===== src/rtl/frame_byte_reader.sv =====
// Read side of the packed edge-frame RAM: walks addresses 0..FRAME_BYTES-1 on a
// frame-ready pulse and streams each stored byte to the UART over valid/ready.
//
//   state | meaning
//   ------+-------------------------------------------------------------
//   IDLE  | waiting for start; address parked at 0
//   HDR   | sync header byte presented, waiting for tx_ready
//   READ  | re asserted for one cycle at the current address
//   LOAD  | RAM data arrives this cycle; captured into tx_data at the edge
//   SEND  | data byte presented, held stable until tx_ready
//   DONE  | one-cycle done pulse, busy already low, address back at 0
module frame_byte_reader #(
  parameter int         FRAME_BYTES = 5280,
  parameter int         ADDR_W      = $clog2(FRAME_BYTES),
  parameter bit         SEND_HEADER = 1'b1,
  parameter logic [7:0] HEADER_BYTE = 8'hA5
) (
  input  logic              clk,
  input  logic              reset,
  input  logic              start,
  output logic              re,
  output logic [ADDR_W-1:0] rAddr,
  input  logic [7:0]        rData,
  output logic [7:0]        tx_data,
  output logic              tx_valid,
  input  logic              tx_ready,
  output logic              busy,
  output logic              done
);

  typedef enum logic [2:0] {
    IDLE,
    HDR,
    READ,
    LOAD,
    SEND,
    DONE
  } state_t;

  localparam logic [ADDR_W-1:0] LAST_ADDR = ADDR_W'(FRAME_BYTES - 1);
  localparam logic [ADDR_W-1:0] ADDR_ONE  = ADDR_W'(1);

  state_t            state_q, state_d;
  logic [ADDR_W-1:0] addr_q, addr_d;
  logic              re_q, re_d;
  logic [7:0]        tx_data_q, tx_data_d;
  logic              tx_valid_q, tx_valid_d;
  logic              busy_q, busy_d;
  logic              done_q, done_d;

  logic              handshake;

  assign handshake = tx_valid_q && tx_ready;

  always_ff @(posedge clk) begin
    if (reset) begin
      state_q    <= IDLE;
      addr_q     <= '0;
      re_q       <= 1'b0;
      tx_data_q  <= 8'h00;
      tx_valid_q <= 1'b0;
      busy_q     <= 1'b0;
      done_q     <= 1'b0;
    end else begin
      state_q    <= state_d;
      addr_q     <= addr_d;
      re_q       <= re_d;
      tx_data_q  <= tx_data_d;
      tx_valid_q <= tx_valid_d;
      busy_q     <= busy_d;
      done_q     <= done_d;
    end
  end

  // Outputs are computed for the state being entered, so every output is a
  // flop and the header appears one edge after start.
  always_comb begin
    state_d    = state_q;
    addr_d     = addr_q;
    re_d       = 1'b0;
    tx_data_d  = tx_data_q;
    tx_valid_d = tx_valid_q;
    busy_d     = busy_q;
    done_d     = 1'b0;

    case (state_q)
      IDLE: begin
        if (start) begin
          busy_d = 1'b1;
          if (SEND_HEADER) begin
            state_d    = HDR;
            tx_data_d  = HEADER_BYTE;
            tx_valid_d = 1'b1;
          end else begin
            state_d = READ;
            re_d    = 1'b1;
          end
        end
      end

      HDR: begin
        if (handshake) begin
          tx_valid_d = 1'b0;
          state_d    = READ;
          re_d       = 1'b1;
        end
      end

      READ: begin
        state_d = LOAD;
      end

      LOAD: begin
        tx_data_d  = rData;
        tx_valid_d = 1'b1;
        state_d    = SEND;
      end

      SEND: begin
        if (handshake) begin
          tx_valid_d = 1'b0;
          if (addr_q == LAST_ADDR) begin
            state_d = DONE;
            done_d  = 1'b1;
            busy_d  = 1'b0;
            addr_d  = '0;
          end else begin
            addr_d  = addr_q + ADDR_ONE;
            state_d = READ;
            re_d    = 1'b1;
          end
        end
      end

      DONE: begin
        state_d = IDLE;
      end

      default: begin
        state_d    = IDLE;
        addr_d     = '0;
        tx_valid_d = 1'b0;
        busy_d     = 1'b0;
      end
    endcase
  end

  assign re       = re_q;
  assign rAddr    = addr_q;
  assign tx_data  = tx_data_q;
  assign tx_valid = tx_valid_q;
  assign busy     = busy_q;
  assign done     = done_q;

endmodule

===== config.mk =====
export PLATFORM = sky130hd
export DESIGN_NAME = frame_byte_reader
export DESIGN_NICKNAME = d
export VERILOG_FILES = /design/src/rtl/frame_byte_reader.sv
export SDC_FILE = /design/constraint.sdc
export NUM_CORES = 1
export LEC_CHECK = 0
export CAP_MARGIN = 20
export CORE_ASPECT_RATIO = 0.9
export CORE_MARGIN = 1.5
export CORE_UTILIZATION = 40
export DETAILED_ROUTE_END_ITERATION = 12
export GPL_TIMING_DRIVEN = 0
export PLACE_DENSITY = 0.76
export SYNTH_ARGS = -nofsm -noshare
export SYNTH_HDL_FRONTEND = slang
export SYNTH_SLANG_ARGS = --single-unit

===== constraint.sdc =====
create_clock -name clk -period 1.69 [get_ports clk]
set_input_delay 0.169 -clock clk [delete_from_list [all_inputs] [get_ports clk]]
set_output_delay 0.169 -clock clk [all_outputs]
set_load 0.1 [all_outputs]

# After elaboration in Yosys (flattened, before gate mapping)
# Cells that the tools add are included.
# Widths: inputs -> output; s select.
[word_totals] ff_bits=28 input_bits=12 output_inout_bits=25
[op_classes] add_sub_neg=1 eq_ne=11 mux=21 bitwise_logic=5 reduce_logical=13
[ops] operator="$mux 13" n=2
[ops] operator="$pmux 13 s2" n=1
[ops] operator="$pmux 8 s2" n=1
[ops] operator="$pmux 3 s5" n=1
[ops] operator="$add 13x1->13 const B" n=1
[ops] operator="$eq 13x13->1 const B" n=1
[ops] operator="$mux 3" n=4
[ops] operator="$mux 1" n=8
[ops] operator="$mux 8" n=1
[ops] operator="$ne 2x2->1 const B" n=4
[ops] operator="$eq 3x2->1 const B" n=2
[ops] operator="$eq 3x3->1 const B" n=2
[ops] operator="$reduce_and 3->1" n=2
[ops] operator="$not 1->1" n=5
[ops] operator="$reduce_or 5->1" n=1
[ops] operator="$pmux 1 s4" n=1
[ops] operator="$reduce_and 2->1" n=2
[ops] operator="$reduce_and 4->1" n=1
[ops] operator="$reduce_or 2->1" n=2
[ops] operator="$reduce_or 4->1" n=1
[ops] operator="$eq 3x1->1 const B" n=1
[ops] operator="$logic_not 3->1" n=1
[ops] operator="$pmux 1 s3" n=1
[ops] operator="$reduce_or 3->1" n=1
[ops] operator="4 further kinds" n=4

# Depth between registers and ports, before layout
# Gate-level depths: netlist of the first run.
[depth] depth_word=4 depth_mapped=6 depth_no_buf=5

# Least setup slack after synthesis of the first run
# OpenSTA, ideal clock, no wires.
[synth_timing] path_type="reg-to-reg" start="register tx_valid_q (netlist: tx_valid)" end="register addr_q[7] (netlist: rAddr[7])" arrival_time_ns=2.290 required_time_ns=1.620 path_slack_ns=-0.670 path_stages_with_launch=6 n_path_buf=1 synth_period_minus_slack_ns=2.360 path_cell_list="dfxtp_1 -> buf_2 -> and3b_1 -> o211ai_2 -> or4_1 -> a21oi_1"
[synth_between] elab_chain_cells=3
[synth_rtl] item="start, declared" line_no="47" source="logic tx_valid_q, tx_valid_d;"
[synth_rtl] item="start signal, assigned" line_no="69" source="tx_valid_q <= tx_valid_d;"
[synth_rtl] item="$logic_and 1x1->1" line_no="53" source="assign handshake = tx_valid_q && tx_ready;"
[synth_rtl] item="$ne 2x2->1 (no source line)"
[synth_rtl] item="$reduce_and 2->1 (no source line)"
[synth_rtl] item="end signal, assigned" line_no="66" source="addr_q <= addr_d;"
[synth_rtl] item="end, declared" line_no="44" source="logic [ADDR_W-1:0] addr_q, addr_d;"
# No other way between the ends.
# A chain may end at the register's enable or synchronous reset.

# Final worst setup path of the first run
[layout_timing] start="register addr_q[1] (netlist: rAddr[1])" end="output rAddr[1]"
[layout_rtl] item="end, declared" line_no="22" source="output logic [ADDR_W-1:0] rAddr,"
# No word-level cell between the ends.

==> results.yml, run 1 <==
outcome:
  status: "finished clean"
grt:
  grt_first_pass_wirelength_mm: 6.07
  antenna_found_initial: 0
  grt_pass1_vias: 1306
  grt_max_degree: 16
  grt_util_all_layers_pct: 20.2
  gr-total-overflow: 0
die:
  io_pins: 37
  die_w_um: 65.2
  die-area_mm2: 0.00385
  die-height_um: 59
  rows: 20
  initial_core_util_pct: 41.6
  core_area_mm2: 0.00335
clocking:
  cts_buffers: 3
  ctsHtreeMaxLevel: 1
  clk_latency_ps: 280
  clkSinkCount: 28
  post_cts_buffers: 0
  cts_tree: "yes"
  cts_hold_buf: 0
  cts_max_path_buffers: 2
  clk_pin_slew_ps: 100
  clockRootBuffer: "clkbuf_8"
timing:
  layout_setup_ws_ps: 19.1
  fin_skew_ps: 5.85
  hold_violations: 0
  max_freq_ghz: 0.598
  grt_setup_unrepaired: "yes"
  slew_violations: 0
  max_slew_margin_pct: 35.3
  tightest_slew_ps: 974
  whs_ps: 283
  setup_violations: 0
  finalCritPeriodShare_pct: 98.9
  fin_crit_ps: 1670
pwr:
  p_per_area_mw_per_mm2: 735
  clkPwrFrac_pct: 26.8
  power.total_uw: 1410
  netSwitchingFraction_pct: 33.8
  p_switching_uw: 477
  p_leak_uw: 0.000718
  combPwrFrac_pct: 25.3
  p_int_uw: 936
  seq_power_share_pct: 47.9
  vdd_drop_max_v: 0.000405
drt:
  num_vias: 1397
  viasPerCell: 5.68
  wirelength_mm: 3.65
  firstDrtPassIters: 4
  wl_per_cell_um: 14.8
  drtIter0Drc: 58
  antenna_left: 0
  drc: 0
final_layout:
  multi_input_area_um2: 850
  diodes: 0
  regArea_um2: 611
  fillers: 319
  layout_common_cells: "nor2_1, dfxtp_1, nand2_1, dfxtp_4, clkbuf_2"
  drive_gt1_share_pct: 25.7
  nNetsFinal: 216
  stdcell_count: 246
  final_area_mm2: 0.00192
  syn_to_final_growth_pct: 37.9
  final_common_cell: "nor2_1"
logic_synthesis:
  synth_cell_type_count: 50
  avgSynthCellArea_um2: 8.55
  syn_nets: 176
  ys_seq_elements: 28
  ys_async_sr_fraction_pct: 0
  synth-edff-count: 0
  netlist_instances: 163
  synth-warning-count: 0
  ys.flop_type: "dfxtp_1"
  synth.cell_area_mm2: 0.00139
  ys_seq_area_share_pct: 40.2
critical_path:
  reg2reg_slack_ps: 40
  worstPathRequired_ps: 1520
  crit_chain: "clkdlybuf4s15_1"
  crit_fanout: 6
  r2r_start: "rAddr[1]"
  r2r-end: "re"
  cp.arrival_ps: 1500
  slowest_stage: "clkdlybuf4s15_1"
  path_depth: 1
  crit_path_start_kind: "register"
  cp-endpoint: "rAddr[1]"
  critPathKind: "register to primary output"
  reg2regPathDepth: 5
  critPathMaxStageDelay_ps: 830
  worst_setup_path_end_kind: "primary output"
  crit_family: "buffers and inverters"
  critPathLaunch: "rAddr[1]"
  critPathBufInv: 1
placement:
  pre_cts_slack_ps: -211
  place_area_mm2: 0.00188
  place_hpwl_mm: 2.67
  place_congestion: 0.870
  place_inst: 242
  place.port_buffers: 35
min_path:
  hp-class: "input port to register"
  hold_start: "tx_ready"
flow_run:
  max-cap-violations: 0
==> flip-flops by register name, indices dropped and copies added (netlist names) <==
name and count:
rAddr 13, tx_data 8, state_q 3, busy 1, done 1, re 1, tx_valid 1
==> kinds of logic (layout without fill, tap and decap cells) <==
logic type / after synthesis / after routing / share of synthesized area, %
adder cells (fa/ha/maj): 1 / 1 / 0.898
multiplexers: 1 / 1 / 0.718
buffers and inverters: 12 / 51 / 4.67
XOR/XNOR: 7 / 7 / 4.40
flip-flops: 28 / 28 / 40.2
AND/OR/NAND/NOR: 74 / 74 / 28.6
AO/OA/AOI/OAI: 40 / 40 / 20.5
==> how the worst min path moves through the flow <==
stage                          end  slack [ps]  depth (start not counted)
after global placement        busy         460                          2
after global routing            re         340                          3
final                     tx_valid         280                          4
after floorplan                 re         240                          1
after detailed placement      busy         480                          2
after CTS                 tx_valid         280                          4
==> power by group through the flow <==
stage | combinational, µW | clock (µW) | sequential [µW]
after floorplan | 123 | 0 | 832
after global placement | 347 | 0 | 691
after detailed placement | 358 | 0 | 693
after CTS | 347 | 388 | 677
after global routing | 382 | 422 | 679
final | 358 | 379 | 676
==> routing by layer <==
layer	vias up	global-route usage (%)	share of wire (%)
met5	-	0	0
met4	0	8.63	2.0
met2	41	31.9	48
li1	675	-	-
met1	672	27.8	46
met3	9	3.04	4.1
==> stage by stage <==
step                      TNS, ps  util, %
after floorplan              -143        -
after global placement       -809     56.1
after detailed placement    -1270     56.1
after CTS                       0     57.4
after global routing        -56.4     57.3
final                           0     57.3
==> final cells by class <==
cell class | instances | share of cell area (%)
plain buffers | 10 | 3.52
clock buffers | 4 | 2.34
inverters | 2 | 0.391
multi-input cells | 123 | 44.2
flip-flops and latches | 28 | 31.8
well taps | 44 | 2.86
repair buffers | 35 | 14.9
==> worst min-delay path: stages <==
cell      delay (ps)
clkbuf_2         170
nor2_1            60
nand2_1           60
a31oi_1           60
==> what timing repair did <==
action | 4_1_cts | 5_1_grt
resized for setup | 38 | 25
setup endpoints to repair | 30 | 31
pin swaps | 0 | 1
==> cell usage after synthesis (2+ instances only) <==
| cell type | number | area share [%] |
|---|---|---|
| nor2_1 | 25 | 6.7 |
| nand2_1 | 13 | 3.5 |
| nor2b_1 | 3 | 1.3 |
| a211oi_1 | 3 | 1.6 |
| nor3_1 | 6 | 2.2 |
| a211o_1 | 2 | 1.3 |
| nor4b_1 | 2 | 1.3 |
| nand4_1 | 3 | 1.3 |
| inv_1 | 2 | 0.54 |
| xor2_1 | 3 | 1.9 |
| o21ai_0 | 3 | 1.1 |
| dfxtp_1 | 28 | 40 |
| or4_1 | 5 | 2.7 |
| a22oi_1 | 4 | 2.2 |
| or3_1 | 2 | 0.90 |
| xnor2_1 | 4 | 2.5 |
| a31oi_1 | 3 | 1.3 |
| buf_2 | 3 | 1.1 |
| o31ai_1 | 4 | 2.2 |
| nand3_1 | 3 | 1.1 |
| a21o_1 | 3 | 1.6 |
| buf_4 | 2 | 1.1 |
| a21oi_1 | 8 | 2.9 |
| clkbuf_1 | 2 | 0.54 |
| or3b_2 | 2 | 1.3 |
(Power assumes the default switching activity.)
==> inputs of run 2 (changes only) <==
TNS_END_PERCENT = 10   (was not set)
==> results.yml, run 2 (same netlist as run 1, synthesis figures left out) <==
flow_run:
  max-cap-violations: 0
drt:
  wl_per_cell_um: 14.5
  num_vias: 1417
  drtIter0Drc: 78
  viasPerCell: 5.67
  wirelength_mm: 3.63
  firstDrtPassIters: 4
  drc: 0
  antenna_left: 0
final_layout:
  final_area_mm2: 0.00198
  stdcell_count: 250
  final_common_cell: "nor2_1"
  nNetsFinal: 220
  syn_to_final_growth_pct: 41.8
  largest_register_ffs: 13
  fillers: 308
  layout_common_cells: "nor2_1, dfxtp_1, nand2_1"
  drive_gt1_share_pct: 28.2
  diodes: 0
  fin_util_pct: 59.0
clocking:
  clk_pin_slew_ps: 90
  clkSinkCount: 28
  cts_max_path_buffers: 2
  cts_buffers: 3
  clockRootBuffer: "clkbuf_8"
  cts_hold_buf: 0
  cts_tree: "yes"
  clk_latency_ps: 280
  ctsHtreeMaxLevel: 1
grt:
  grt_pass1_vias: 1240
  grt_first_pass_wirelength_mm: 5.53
  gr-total-overflow: 0
  grt_max_degree: 17
  grt_util_all_layers_pct: 18.4
  antenna_found_initial: 0
pwr:
  p_per_area_mw_per_mm2: 762
  power.total_uw: 1510
  vdd_drop_max_v: 0.000369
  p_leak_uw: 0.000741
critical_path:
  worst_setup_path_end_kind: "register"
  worstPathRequired_ps: 1870
  crit_chain: "ha_4 -> and4_4 -> and3_4 -> or3_4 -> a2111oi_4"
  critPathMaxStageDelay_ps: 370
  slowest_stage: "dfxtp_4"
  crit_fanout: 5
  critPathKind: "register to register"
  crit_path_start_kind: "register"
  cp.arrival_ps: 1880
timing:
  max_slew_margin_pct: 35.9
  tightest_slew_ps: 965
  layout_setup_ws_ps: -4.55
  max_freq_ghz: 0.590
  setup-tns-final_ps: -4.55
  slew_violations: 0
  hold_violations: 0
  fin_skew_ps: 2.87
  setup_violations: 1
  finalCritPeriodShare_pct: 100
  fin_crit_ps: 1690
  grt_setup_unrepaired: "yes"
die:
  die-height_um: 59
  rows: 20
  core_area_mm2: 0.00335
  die-area_mm2: 0.00385
  die_w_um: 65.2
  io_pins: 37
  initial_core_util_pct: 41.6
outcome:
  violations: "setup timing"
  status: "finished, violations left"
placement:
  place_inst: 242
  place_hpwl_mm: 2.48
  place_area_mm2: 0.00188
  place_congestion: 0.907
  place.port_buffers: 35
min_path:
  hp-class: "input port to register"
[run 2: area by class of cell]
type	instances	area, µm²	share of cell area [%]
multi-input cells	123	855	43.2
flip-flops and latches	28	608	30.8
repair buffers	39	319	16.1
clock buffers	4	66.3	3.35
plain buffers	10	66.3	3.35
well taps	44	55.1	2.78
inverters	2	7.51	0.380
[run 2: what timing repair did]
item | CTS | global route
pin swaps | 0 | 2
hold endpoints to repair | 0 | 0
setup buffers | 0 | 4
endpoints found under the setup margin | 27 | 32
gates resized for setup | 36 | 29
[run 2: power by group]
part	total, µW	switching (µW)	internal (µW)
sequential	678	11.2	667
combinational	356	253	103
clock	472	214	258
total	1510	478	1030
[run 2: critical path: cells and delay by family, from the launching register on]
kind | cells | cell delay [ps]
flip-flops | 1 | 370
AO/OA/AOI/OAI | 1 | 350
adder cells (fa/ha/maj) | 1 | 170
AND/OR/NAND/NOR | 3 | 710
[run 2: path summary, 6_finish.rpt]
check                           startpoint  endpoint  slack, ps  depth (start not counted)
worst min-delay path              tx_ready  tx_valid        290                          4
worst min register to register        busy      busy        480                          2
worst max-delay path              rAddr[0]        re         -5                          5
worst max register to register    rAddr[0]        re         -5                          5
[run 2: metrics by stage]
stage                     hold slack [ps]  worst slack, ps
final                                 288            -4.55
after global routing                  326            -73.3
after CTS                             279            -34.3
after detailed placement              463             -160
after global placement                461             -112
after floorplan                       245            -48.5
[run 2: layer usage]
| metal | vias to the layer above | track usage [%] | wire length (µm) |
|---|---|---|---|
| li1 | 694 | - | - |
| met1 | 686 | 26.1 | 1740 |
| met2 | 32 | 27.1 | 1710 |
| met3 | 5 | 2.85 | 121 |
| met4 | 0 | 9.82 | 58 |
| met5 | - | 0 | 0 |
==> inputs of run 3 (changes only) <==
CORE_UTILIZATION = 51   (was 40)
CTS_CLUSTER_DIAMETER = 60   (was not set)
PLACE_DENSITY = 0.88   (was 0.76)
clock period = 2.15 ns   (was 1.69 ns; I/O delays follow)
==> results.yml, run 3 (same netlist as run 1, synthesis figures left out) <==
outcome:
  status: "finished, violations left"
  violations: "DRC"
timing:
  layout_setup_ws_ps: 46.9
  setup_violations: 0
  slew_violations: 0
  fin_skew_ps: 17.5
  finalCritPeriodShare_pct: 97.8
  tightest_slew_ps: 993
  fin_crit_ps: 2100
  setup-tns-final_ps: 0
  max_slew_margin_pct: 34.1
  max_freq_ghz: 0.475
  whs_ps: 246
  grt_setup_unrepaired: "no"
  hold_violations: 0
flow_run:
  max-cap-violations: 0
critical_path:
  crit_chain: "clkdlybuf4s50_1"
  slowest_stage: "clkdlybuf4s50_1"
  path_depth: 1
  cp.arrival_ps: 1890
  worst_setup_path_end_kind: "primary output"
  reg2regPathDepth: 6
  crit_fanout: 4
  critPathMaxStageDelay_ps: 1140
  critPathBufInv: 1
  critPathKind: "register to primary output"
  crit_family: "buffers and inverters"
  crit_path_start_kind: "register"
  worstPathRequired_ps: 1930
grt:
  globalRouteMet3Util_pct: 4.44
  antenna_found_initial: 0
  grt_util_all_layers_pct: 25.9
  grt_max_degree: 16
  gr-max-usage-layer: "met2"
  grt_first_pass_wirelength_mm: 5.95
  grtUsageMet2_pct: 43.0
  gr-total-overflow: 0
  grt_pass1_vias: 1300
  grt_util_met1_pct: 32.7
placement:
  place_congestion: 0.876
  place.port_buffers: 35
  pre_cts_slack_ps: 251
  place_hpwl_mm: 2.63
pwr:
  p_leak_uw: 0.000809
  seq_power_share_pct: 50.5
  vdd_drop_max_v: 0.000434
  p_switching_uw: 357
  p_int_uw: 726
  combPwrFrac_pct: 25.4
  netSwitchingFraction_pct: 33.0
  clkPwrFrac_pct: 24.1
  p_per_area_mw_per_mm2: 588
drt:
  wl_per_cell_um: 15.7
  drtIter0Drc: 105
  num_vias: 1406
  wirelength_mm: 3.60
  drc: 3
  viasPerCell: 6.11
  antenna_left: 0
  firstDrtPassIters: 8
die:
  die-height_um: 52.6
  rows: 17
  io_pins: 37
  die-area_mm2: 0.00306
  initial_core_util_pct: 55.1
  core_area_mm2: 0.00253
  die_w_um: 58.1
clocking:
  clk_pin_slew_ps: 150
  ctsHtreeMaxLevel: 1
  cts_tree: "yes"
  cts_hold_buf: 0
  cts_max_path_buffers: 2
  clockRootBuffer: "clkbuf_4"
  clk_latency_ps: 350
  post_cts_buffers: 0
  cts_buffers: 3
  clkSinkCount: 28
final_layout:
  fillers: 207
  final_common_cell: "nor2_1"
  syn_to_final_growth_pct: 32.2
  nNetsFinal: 216
  drive_gt1_share_pct: 13.4
  diodes: 0
  layout_common_cells: "nor2_1, clkdlybuf4s50_1, dfxtp_1"
  largest_register_ffs: 13
min_path:
  hp-class: "input port to register"
  min_path_cells: 4
## run 3: cell types whose count changed in the layout (fill, tap and decap cells not counted), sizes merged
cell	before	now
clkdlybuf4s50	10	24
clkbuf	18	7
dlymetal6s2s	0	8
dlygate4sd2	10	3
clkdlybuf4s15	5	0
buf	10	7
## run 3: path summary, 6_finish.rpt
check | start | to | slack, ps
min reg2reg | tx_data[0] | tx_data[0] | 510
max | rAddr[12] | rAddr[12] | 50
min | tx_ready | tx_valid | 250
max reg2reg | tx_valid | rAddr[2] | 230
## run 3: metal layers
layer	routed length, µm	vias up
met3	314	9
met4	74	0
met1	1480	634
met2	1740	82
met5	0	-
li1	-	681
## run 3: final cells by class
class / instances / area (µm²) / share of cell area, %
multi-input combinational: 123 / 768 / 41.7
sequential: 28 / 572 / 31.0
timing repair buffer: 35 / 367 / 19.9
buffer: 10 / 57.6 / 3.12
clock buffer: 4 / 36.3 / 1.97
tap: 28 / 35.0 / 1.90
inverter: 2 / 7.51 / 0.407
## run 3: repair_timing
action	4_1_cts	5_1_grt
gates resized for setup	3	8
pin swaps	0	0
endpoints found under the setup margin	3	8
## run 3: stage by stage
stage | std cells | total power [µW] | util (%) | area [µm²]
finish | 230 | 1080 | 72.8 | 1840
detailed placement | 226 | 831 | 70.7 | 1790
CTS | 230 | 1080 | 72.0 | 1820
floorplan | 163 | 760 | - | 1410
global route | 230 | 1120 | 72.8 | 1840
global placement | 226 | 826 | 70.7 | 1790
## run 3: power by group through the flow
stage | clock network, µW | logic, µW | registers [µW]
2_1_floorplan | 0 | 91.9 | 668
3_3_place_gp | 0 | 269 | 557
3_5_place_dp | 0 | 273 | 559
4_1_cts | 260 | 274 | 547
5_1_grt | 283 | 292 | 549
6_report | 261 | 275 | 547
